<file path="config.mk">
export PLATFORM = sky130hd
export DESIGN_NAME = vector_divide_unit
export DESIGN_NICKNAME = d
export VERILOG_FILES = /design/src/rtl/vector_divide_unit_pkg.sv /design/src/rtl/vector_divide_unit_step.sv /design/src/rtl/vector_divide_unit.sv
export SDC_FILE = /design/constraint.sdc
export NUM_CORES = 1
export LEC_CHECK = 0
export ABC_CLOCK_PERIOD_IN_PS = 4900
export CAP_MARGIN = 10
export CORE_ASPECT_RATIO = 0.6
export CORE_MARGIN = 2
export CORE_UTILIZATION = 64
export CTS_BUF_LIST = sky130_fd_sc_hd__clkbuf_4 sky130_fd_sc_hd__clkbuf_8 sky130_fd_sc_hd__clkbuf_16
export DETAILED_ROUTE_END_ITERATION = 7
export MAX_ROUTING_LAYER = met4
export PLACE_DENSITY = 0.85
export SLEW_MARGIN = 20
export SYNTH_ARGS = -nofsm -noshare
export SYNTH_HDL_FRONTEND = slang
export SYNTH_HIERARCHICAL = 1
export SYNTH_SLANG_ARGS = --single-unit
</file>
<file path="constraint.sdc">
create_clock -name CLK -period 4.9 [get_ports CLK]
set_input_delay 0.98 -clock CLK [delete_from_list [all_inputs] [get_ports CLK]]
set_output_delay 0.98 -clock CLK [all_outputs]
set_load 0.005 [all_outputs]
</file>
<file path="src/rtl/vector_divide_unit_pkg.sv">
// vector_divide_unit_pkg
// Shared vector types for the lane divider: div_type encodings, the divider
// state enum and a small absolute-value helper used when loading operands.
package vector_divide_unit_pkg;

  localparam int DIV_WIDTH = 32;

  // div_type encoding
  localparam logic DIV_QUOT = 1'b0;
  localparam logic DIV_REM  = 1'b1;

  typedef enum logic [1:0] {
    ST_IDLE   = 2'd0,
    ST_DIVIDE = 2'd1,
    ST_FIXUP  = 2'd2,
    ST_DONE   = 2'd3
  } div_state_e;

  // Magnitude of a possibly signed operand; unsigned operands pass through.
  function automatic logic [DIV_WIDTH-1:0] abs_val(input logic [DIV_WIDTH-1:0] v,
                                                   input logic is_signed);
    return (is_signed && v[DIV_WIDTH-1]) ? (~v + 1'b1) : v;
  endfunction

endpackage

</file>
<file path="src/rtl/vector_divide_unit_step.sv">
// vector_div_step
// One combinational restoring shift-subtract iteration.
// Ports:
//   rem      - current 33-bit partial remainder
//   quo      - quotient shift register (dividend bits shift out of the top)
//   dvsr     - divisor magnitude
//   rem_next - partial remainder after this iteration
//   quo_next - quotient register after this iteration (new bit in LSB)
module vector_div_step (
  input  logic [32:0] rem,
  input  logic [31:0] quo,
  input  logic [31:0] dvsr,
  output logic [32:0] rem_next,
  output logic [31:0] quo_next
);

  logic [33:0] shifted;
  logic [33:0] diff;

  // One guard bit above the 33-bit remainder: a set top bit of diff means
  // the trial subtraction went negative and the remainder is restored.
  assign shifted = {rem, quo[31]};
  assign diff    = shifted - {2'b00, dvsr};

  always_comb begin
    rem_next = shifted[32:0];
    quo_next = {quo[30:0], 1'b0};
    if (!diff[33]) begin
      rem_next = diff[32:0];
      quo_next = {quo[30:0], 1'b1};
    end
  end

endmodule

</file>
<file path="src/rtl/vector_divide_unit.sv">
// vector_divide_unit
// Iterative 32-bit divider for one vector lane (vdiv/vdivu/vrem/vremu).
// Divide-by-zero and signed overflow finish in one cycle; everything else
// runs 32 restoring steps plus one sign-fixup cycle (34-cycle latency).
// Ports:
//   CLK, nRST     - clock, asynchronous active-low reset
//   vs1_data      - divisor
//   vs2_data      - dividend
//   start_div     - start request, accepted in IDLE or DONE only
//   div_type      - 0 quotient, 1 remainder
//   is_signed_div - 1 two's-complement operands
//   wdata_du      - registered result, held until the next result
//   busy_du       - high in DIVIDE and FIXUP
//   done_du       - one-cycle result-valid pulse
//   exception_du  - always 0
//
// state  | meaning
// IDLE   | waiting for start_div
// DIVIDE | one restoring step per cycle, counter 0..31
// FIXUP  | apply result signs, write wdata_du
// DONE   | done_du high; a new start is accepted here as in IDLE
module vector_divide_unit
  import vector_divide_unit_pkg::*;
#(
  parameter int WIDTH = 32
) (
  input  logic             CLK,
  input  logic             nRST,
  input  logic [WIDTH-1:0] vs1_data,
  input  logic [WIDTH-1:0] vs2_data,
  input  logic             start_div,
  input  logic             div_type,
  input  logic             is_signed_div,
  output logic [WIDTH-1:0] wdata_du,
  output logic             busy_du,
  output logic             done_du,
  output logic             exception_du
);

  div_state_e       state;
  logic [4:0]       cnt;
  logic [32:0]      rem;
  logic [31:0]      quo;
  logic [31:0]      dvsr;
  logic             neg_q;
  logic             neg_r;
  logic             dtype;

  logic [32:0]      rem_next;
  logic [31:0]      quo_next;

  logic             accept;
  logic             div_zero;
  logic             sgn_ovf;
  logic [31:0]      special_res;
  logic [31:0]      q_fix;
  logic [31:0]      r_fix;

  vector_div_step u_step (
    .rem      (rem),
    .quo      (quo),
    .dvsr     (dvsr),
    .rem_next (rem_next),
    .quo_next (quo_next)
  );

  assign accept   = start_div && ((state == ST_IDLE) || (state == ST_DONE));
  assign div_zero = (vs1_data == '0);
  assign sgn_ovf  = is_signed_div && (vs2_data == 32'h8000_0000) &&
                    (vs1_data == 32'hFFFF_FFFF);

  always_comb begin
    if (div_zero)
      special_res = (div_type == DIV_REM) ? vs2_data : 32'hFFFF_FFFF;
    else
      special_res = (div_type == DIV_REM) ? 32'h0 : 32'h8000_0000;
  end

  assign q_fix = neg_q ? (~quo + 1'b1) : quo;
  assign r_fix = neg_r ? (~rem[31:0] + 1'b1) : rem[31:0];

  assign exception_du = 1'b0;

  always_ff @(posedge CLK or negedge nRST) begin
    if (!nRST) begin
      state    <= ST_IDLE;
      cnt      <= '0;
      rem      <= '0;
      quo      <= '0;
      dvsr     <= '0;
      neg_q    <= 1'b0;
      neg_r    <= 1'b0;
      dtype    <= 1'b0;
      wdata_du <= '0;
      busy_du  <= 1'b0;
      done_du  <= 1'b0;
    end else begin
      case (state)
        ST_IDLE, ST_DONE: begin
          if (accept) begin
            dtype <= div_type;
            if (div_zero || sgn_ovf) begin
              wdata_du <= special_res;
              busy_du  <= 1'b0;
              done_du  <= 1'b1;
              state    <= ST_DONE;
            end else begin
              rem     <= '0;
              quo     <= abs_val(vs2_data, is_signed_div);
              dvsr    <= abs_val(vs1_data, is_signed_div);
              neg_q   <= is_signed_div && (vs2_data[31] ^ vs1_data[31]);
              neg_r   <= is_signed_div && vs2_data[31];
              cnt     <= '0;
              busy_du <= 1'b1;
              done_du <= 1'b0;
              state   <= ST_DIVIDE;
            end
          end else begin
            done_du <= 1'b0;
            state   <= ST_IDLE;
          end
        end
        ST_DIVIDE: begin
          rem <= rem_next;
          quo <= quo_next;
          cnt <= cnt + 5'd1;
          if (cnt == 5'd31)
            state <= ST_FIXUP;
        end
        ST_FIXUP: begin
          wdata_du <= (dtype == DIV_REM) ? r_fix : q_fix;
          busy_du  <= 1'b0;
          done_du  <= 1'b1;
          state    <= ST_DONE;
        end
        default: begin
          busy_du <= 1'b0;
          done_du <= 1'b0;
          state   <= ST_IDLE;
        end
      endcase
    end
  end

endmodule

</file>
Yosys cells after proc, flatten, opt, wreduce, memory -nomap -nowiden:

Index checks and enable logic that the tools add are counted.

* input bits: 69
* word-level logic and storage cells: 83
* output and inout bits: 35
* flip-flop bits (word level): 141

* bitwise operators: 6
* equal/unequal tests: 10
* reductions and logical operators: 18
* muxes and demuxes: 32
* $add $sub $neg: 6

Operator list (count)
* two-way mux 32 bit: 12
* adder 32 x 1 -> 32 bit (second input constant): 4
* inverter 32 bit: 4
* case mux 32 bit (2 select lines): 2
* two-way mux 33 bit: 3
* case mux 33 bit (2 select lines): 1
* equality test 32 bit (second input constant): 2
* subtractor 34 x 32 -> 34 bit: 1
* logical NOT 32 bit: 1
* two-way mux 5 bit: 2
* case mux 5 bit (2 select lines): 1
* AND reduction 3 bit: 3
* != test 2 bit (second input constant): 4
* logical AND 1 bit: 6
* two-way mux 2 bit: 3
* case mux 2 bit (3 select lines): 1
* adder 5 x 1 -> 5 bit (second input constant): 1
* equality test 5 bit (second input constant): 1
* two-way mux 1 bit: 5
* equality test 2 bit (second input constant): 2
* case mux 1 bit (2 select lines): 2
* AND reduction 2 bit: 2
* nonzero test 2 bit: 2
* equality test 2 x 1 -> 1 bit (second input constant): 1
* 5 further kinds: 6

Logic depth before layout (Yosys ltp):

* depth in word-level cells: 7
* mapped depth: 15
* depth with buffers taken out: 14

Cells and area by module:

The synthesis kept the hierarchy.

By module, submodules not included
* vector_divide_unit: cells each 1115, times used 1, area an instance 9605.5 sq um
* vector_div_step: cells each 359, times used 1, area an instance 2403.6 sq um

Worst setup path after synthesis:

Ideal clock, no wire load.

* kind: in2reg
* from: input vs2_data[20]
* to: register wdata_du[10]
* buffers on the path: 2
* arrival time: 3.514 ns
* required time: 4.775 ns
* stages on the path: 8
* path slack: 1.261 ns
* cells stage by stage: or4_4 or4_1 buf_2 or4_4 o2bb2a_4 o21ai_4 buf_4 mux2_2

* word-level cells in the longest chain between the ends: 6

RTL lines
* start: declaration: line vector_divide_unit.sv:30 `input logic [WIDTH-1:0] vs2_data,`
* equality test 32 bit: line vector_divide_unit.sv:69 `assign sgn_ovf = is_signed_div && (vs2_data == 32'h8000_0000) &&`
* logical AND 1 bit (2 in series): line vector_divide_unit.sv:69
* logical OR 1 bit: line vector_divide_unit.sv:102 `if (div_zero || sgn_ovf) begin`
* != test 2 bit (no source line)
* AND reduction 3 bit (no source line)
* end signal: assignment: line vector_divide_unit.sv:103 `wdata_du <= special_res;`
* end signal: assignment: line vector_divide_unit.sv:131 `wdata_du <= (dtype == DIV_REM) ? r_fix : q_fix;`
* end: declaration: line vector_divide_unit.sv:34 `output logic [WIDTH-1:0] wdata_du,`

No other way between the ends.
A chain may end at the register's enable or synchronous reset.

Worst setup path after layout:

* from: register rem[7]
* to: register rem[0]

* word-level cells in the longest chain between the ends: 3

RTL lines
* start: declaration: line vector_divide_unit.sv:42 `logic [32:0] rem;`
* start signal: assignment: line vector_divide_unit.sv:124 `rem <= rem_next;`
* subtractor 34 x 32 -> 34 bit: line vector_divide_unit_step.sv:23 `assign diff = shifted - {2'b00, dvsr};`
* two-way mux 33 bit: line vector_divide_unit_step.sv:28 `if (!diff[33]) begin`
* via rem_next[0]: line vector_divide_unit.sv:49 `logic [32:0] rem_next;`
* case mux 33 bit (2 select lines): line vector_divide_unit.sv:98 `case (state)`

The timed path passes the listed nets, and every way through them passes these cells.

==> out/metrics.cfg <==
[logic_synthesis]
synth_seq_area_share_pct=29.38
synth-seq-cells=141
async_flop_share_pct=100.0
syn_avg_cell_area_sq_um=8.147
synth_cell_type_count=78
ys.flop_type=dfrtp_1
netlist_area_sq_mm=0.01201
synthesis.nets=1586
yosysWarnings=6
synth_edf_count=0
synthCells=1474

[worst_setup_path]
path_cells=ha_1, and3_1, or3b_1, a211oi_2, o31ai_1, and3_4, o31a_4, xor2_4, buf_4, nand2_1, o21ai_0, nand2_1, o21ai_0
critical_path_arrival_ns=4.50
crit_type=reg -> reg
start_kind=register
crit_start=rem[7]$_DFFE_PN0P_
crit_path_end_kind=register
slowest_delay_ns=0.50
cp_top_family=compound AO/OA/AOI/OAI gates
reg2reg_from=rem[7]$_DFFE_PN0P_
critical_path_buf_inv_count=1
critical_path_peak_fanout=42
cp_slowest_cell=dfrtp_1
required_ns=5.24

[pwr]
power_density_mw_per_mm2=791.0
ir_drop_mv=0.5253
leakagePower_nw=5.551

[finish]
final_cell_area_sq_mm=0.01348
syn2layout_area_growth_pct=12.28
nNetsFinal=1599
final_common_cell=o21ai_0
layout_common_cells=179 x o21ai_0, 178 x nand2_1, 140 x dfrtp_1
utilization_pct=74.05
multi_input_area_sq_mm=0.007644
drive_gt1_share_pct=8.000
seq_area_sq_mm=0.003530
fillCellCount=1343

[global_routing]
grt_max_degree=116
track_usage_pct=41.00
grt_first_pass_wirelength_mm=61.89
grt_pass1_vias=11200
antenna_found_initial=1
grt_overflow=0

[floorplanning]
die-height_microns=110.1
die_area_sq_mm=0.01991
initial_utilization_pct=65.95
rows=38
dieWidth_microns=180.8
core_area_sq_mm=0.01821
io_pins=104

[place]
port_buffers=102
place_area_sq_mm=0.01285
dpl.hpwl_mm=28.08
gp_congestion=0.9929

[timing]
slew_violations=0
period_minus_slack_ns=4.158
fmax_mhz=240.5
hold_violations=0
max_slew.worst_pin.slew_ns=1.123
fin_skew_ns=0.01323
grt_setup_unrepaired=false
setup-tns-final_ns=0
setup_violations=0
finalCritPeriodShare_pct=84.85
relSlewSlack_pct=25.16

[detailed_routing]
wl_per_cell_microns=22.40
vias_per_cell=6.995
drt_pre_antenna_iters=6
ant_nets=0
drc=0
totalWireLength_mm=39.00
drt_iter0_drc=1741
vias=12180

[hold_path]
hp-class=reg -> reg
min_from=dvsr[20]$_DFFE_PN0P_

[clock_network]
post_cts_resized=0
numCtsBuffers=17
postCtsSetupBuffers=0
hold_buffers=0
tritoncts=done
htree_num_levels=4
cts.reportedPaths.clkPinSlew_ns=0.06
insertion_delay_ns=0.44
cts_sinks=141
clk_path_buf_depth=2
ctsRootBufferMaster=clkbuf_16

[status]
status=finished clean

[job]
max_cap_viol_count=0

[layout make-up]
cell class / count / share of cell area [%]
Tap cell: 240 / 2.227
Inverter: 54 / 1.503
Clock buffer: 19 / 3.359
Clock inverter: 13 / 1.299
Antenna cell: 1 / 0.01856
Sequential cell: 141 / 26.18
Timing Repair Buffer: 121 / 8.732
Multi-Input combinational cell: 1152 / 56.69
[cell usage after synthesis, types with 4 or more instances]
| cell | count | area share (%) |
|---|---|---|
| a211oi_1 | 8 | 0.50 |
| a21o_1 | 23 | 1.4 |
| a21oi_1 | 50 | 2.1 |
| a221oi_1 | 11 | 0.80 |
| a22o_1 | 15 | 1.1 |
| a22oi_1 | 6 | 0.38 |
| a31o_2 | 4 | 0.29 |
| a31oi_1 | 10 | 0.52 |
| and2_1 | 8 | 0.42 |
| and3_1 | 5 | 0.26 |
| buf_2 | 10 | 0.42 |
| buf_4 | 36 | 2.3 |
| clkbuf_1 | 72 | 2.3 |
| clkbuf_2 | 5 | 0.21 |
| dfrtp_1 | 141 | 29 |
| ha_1 | 42 | 4.4 |
| inv_1 | 53 | 1.7 |
| mux2_1 | 12 | 1.1 |
| mux2_2 | 27 | 2.5 |
| mux2i_1 | 11 | 0.92 |
| nand2_1 | 178 | 5.6 |
| nand2b_1 | 22 | 1.1 |
| nand3_1 | 56 | 2.3 |
| nand4_1 | 22 | 1.1 |
| nor2_1 | 60 | 1.9 |
| nor2b_1 | 18 | 0.94 |
| nor3_1 | 18 | 0.75 |
| nor4_1 | 15 | 0.78 |
| o211ai_1 | 11 | 0.69 |
| o21ai_0 | 179 | 7.5 |
| o22ai_1 | 4 | 0.21 |
| o31ai_1 | 40 | 2.5 |
| o41ai_1 | 34 | 2.5 |
| or2_2 | 14 | 0.73 |
| or3_1 | 23 | 1.2 |
| or4_1 | 27 | 1.7 |
| xnor2_1 | 51 | 3.7 |
| xor2_1 | 91 | 6.6 |
[worst register-to-register path: stages, from the launching register on]
cell	delay, ns
dfrtp_1	0.50
ha_1	0.49
and3_1	0.21
or3b_1	0.39
a211oi_2	0.46
o31ai_1	0.14
and3_4	0.22
o31a_4	0.30
xor2_4	0.40
buf_4	0.44
nand2_1	0.13
o21ai_0	0.10
nand2_1	0.09
o21ai_0	0.21
[final timing paths]
kind                       cells past startpoint  slack [ns]              endpoint
max                                           13        0.74    rem[0]$_DFFE_PN0P_
min                                            2        0.48  dvsr[20]$_DFFE_PN0P_
max reg2reg                                   13        0.74    rem[0]$_DFFE_PN0P_
min reg2reg                                    2        0.48  dvsr[20]$_DFFE_PN0P_
max in group asynchronous                      2        3.31  state[0]$_DFFE_PN0P_
min in group asynchronous                      1        0.58   rem[15]$_DFFE_PN0P_
[cells by family (layout without fill, tap and decap cells)]
family / Yosys count / in the layout / share of synthesized area (%)
other cells: 1 / 2 / 0.03123
flops: 141 / 141 / 29.38
mux: 50 / 50 / 4.574
simple gates: 486 / 486 / 20.34
buf+inv: 181 / 207 / 7.064
compound gates: 429 / 429 / 23.48
fa+ha+maj: 43 / 43 / 4.543
xor+xnor: 143 / 143 / 10.59
[routing by layer]
metal  vias up  part of all wire [%]  wire length [microns]  track usage [%]
met4         0                   2.8                   1074            13.71
met3       109                    16                   6379            13.80
li1       5336                     -                      -                -
met5         -                     0                      0                -
met1      5747                    42                  16360            57.93
met2       987                    39                  15180            54.48
[registers in the layout, summed over array words and instances, names as in the netlist, 2 cells and up]
signal and count:
wdata_du 32, quo 32, cnt 5, rem 33, state 2, dvsr 32
[where the power goes]
group	total [mW]	switching, mW	internal [mW]	leakage, nW
Combinational	6.75	4.07	2.68	3.45
Sequential	2.51	0.825	1.69	1.80
Clock	1.40	0.560	0.840	0.301
Total	10.7	5.46	5.21	5.55
[per-stage QoR]
stage                     worst slack (ns)  instances  total power [mW]  hold WS, ns
after floorplan                      1.261       1474             7.241       0.4498
after global placement              0.5464       1708             8.674       0.4622
after detailed placement            0.4428       1708             8.874       0.4707
after CTS                           0.8766       1740             10.37       0.4845
after global routing                0.4842       1741             11.33       0.5003
final                               0.7424       1741             10.67       0.4835
(Power assumes the default switching activity.)
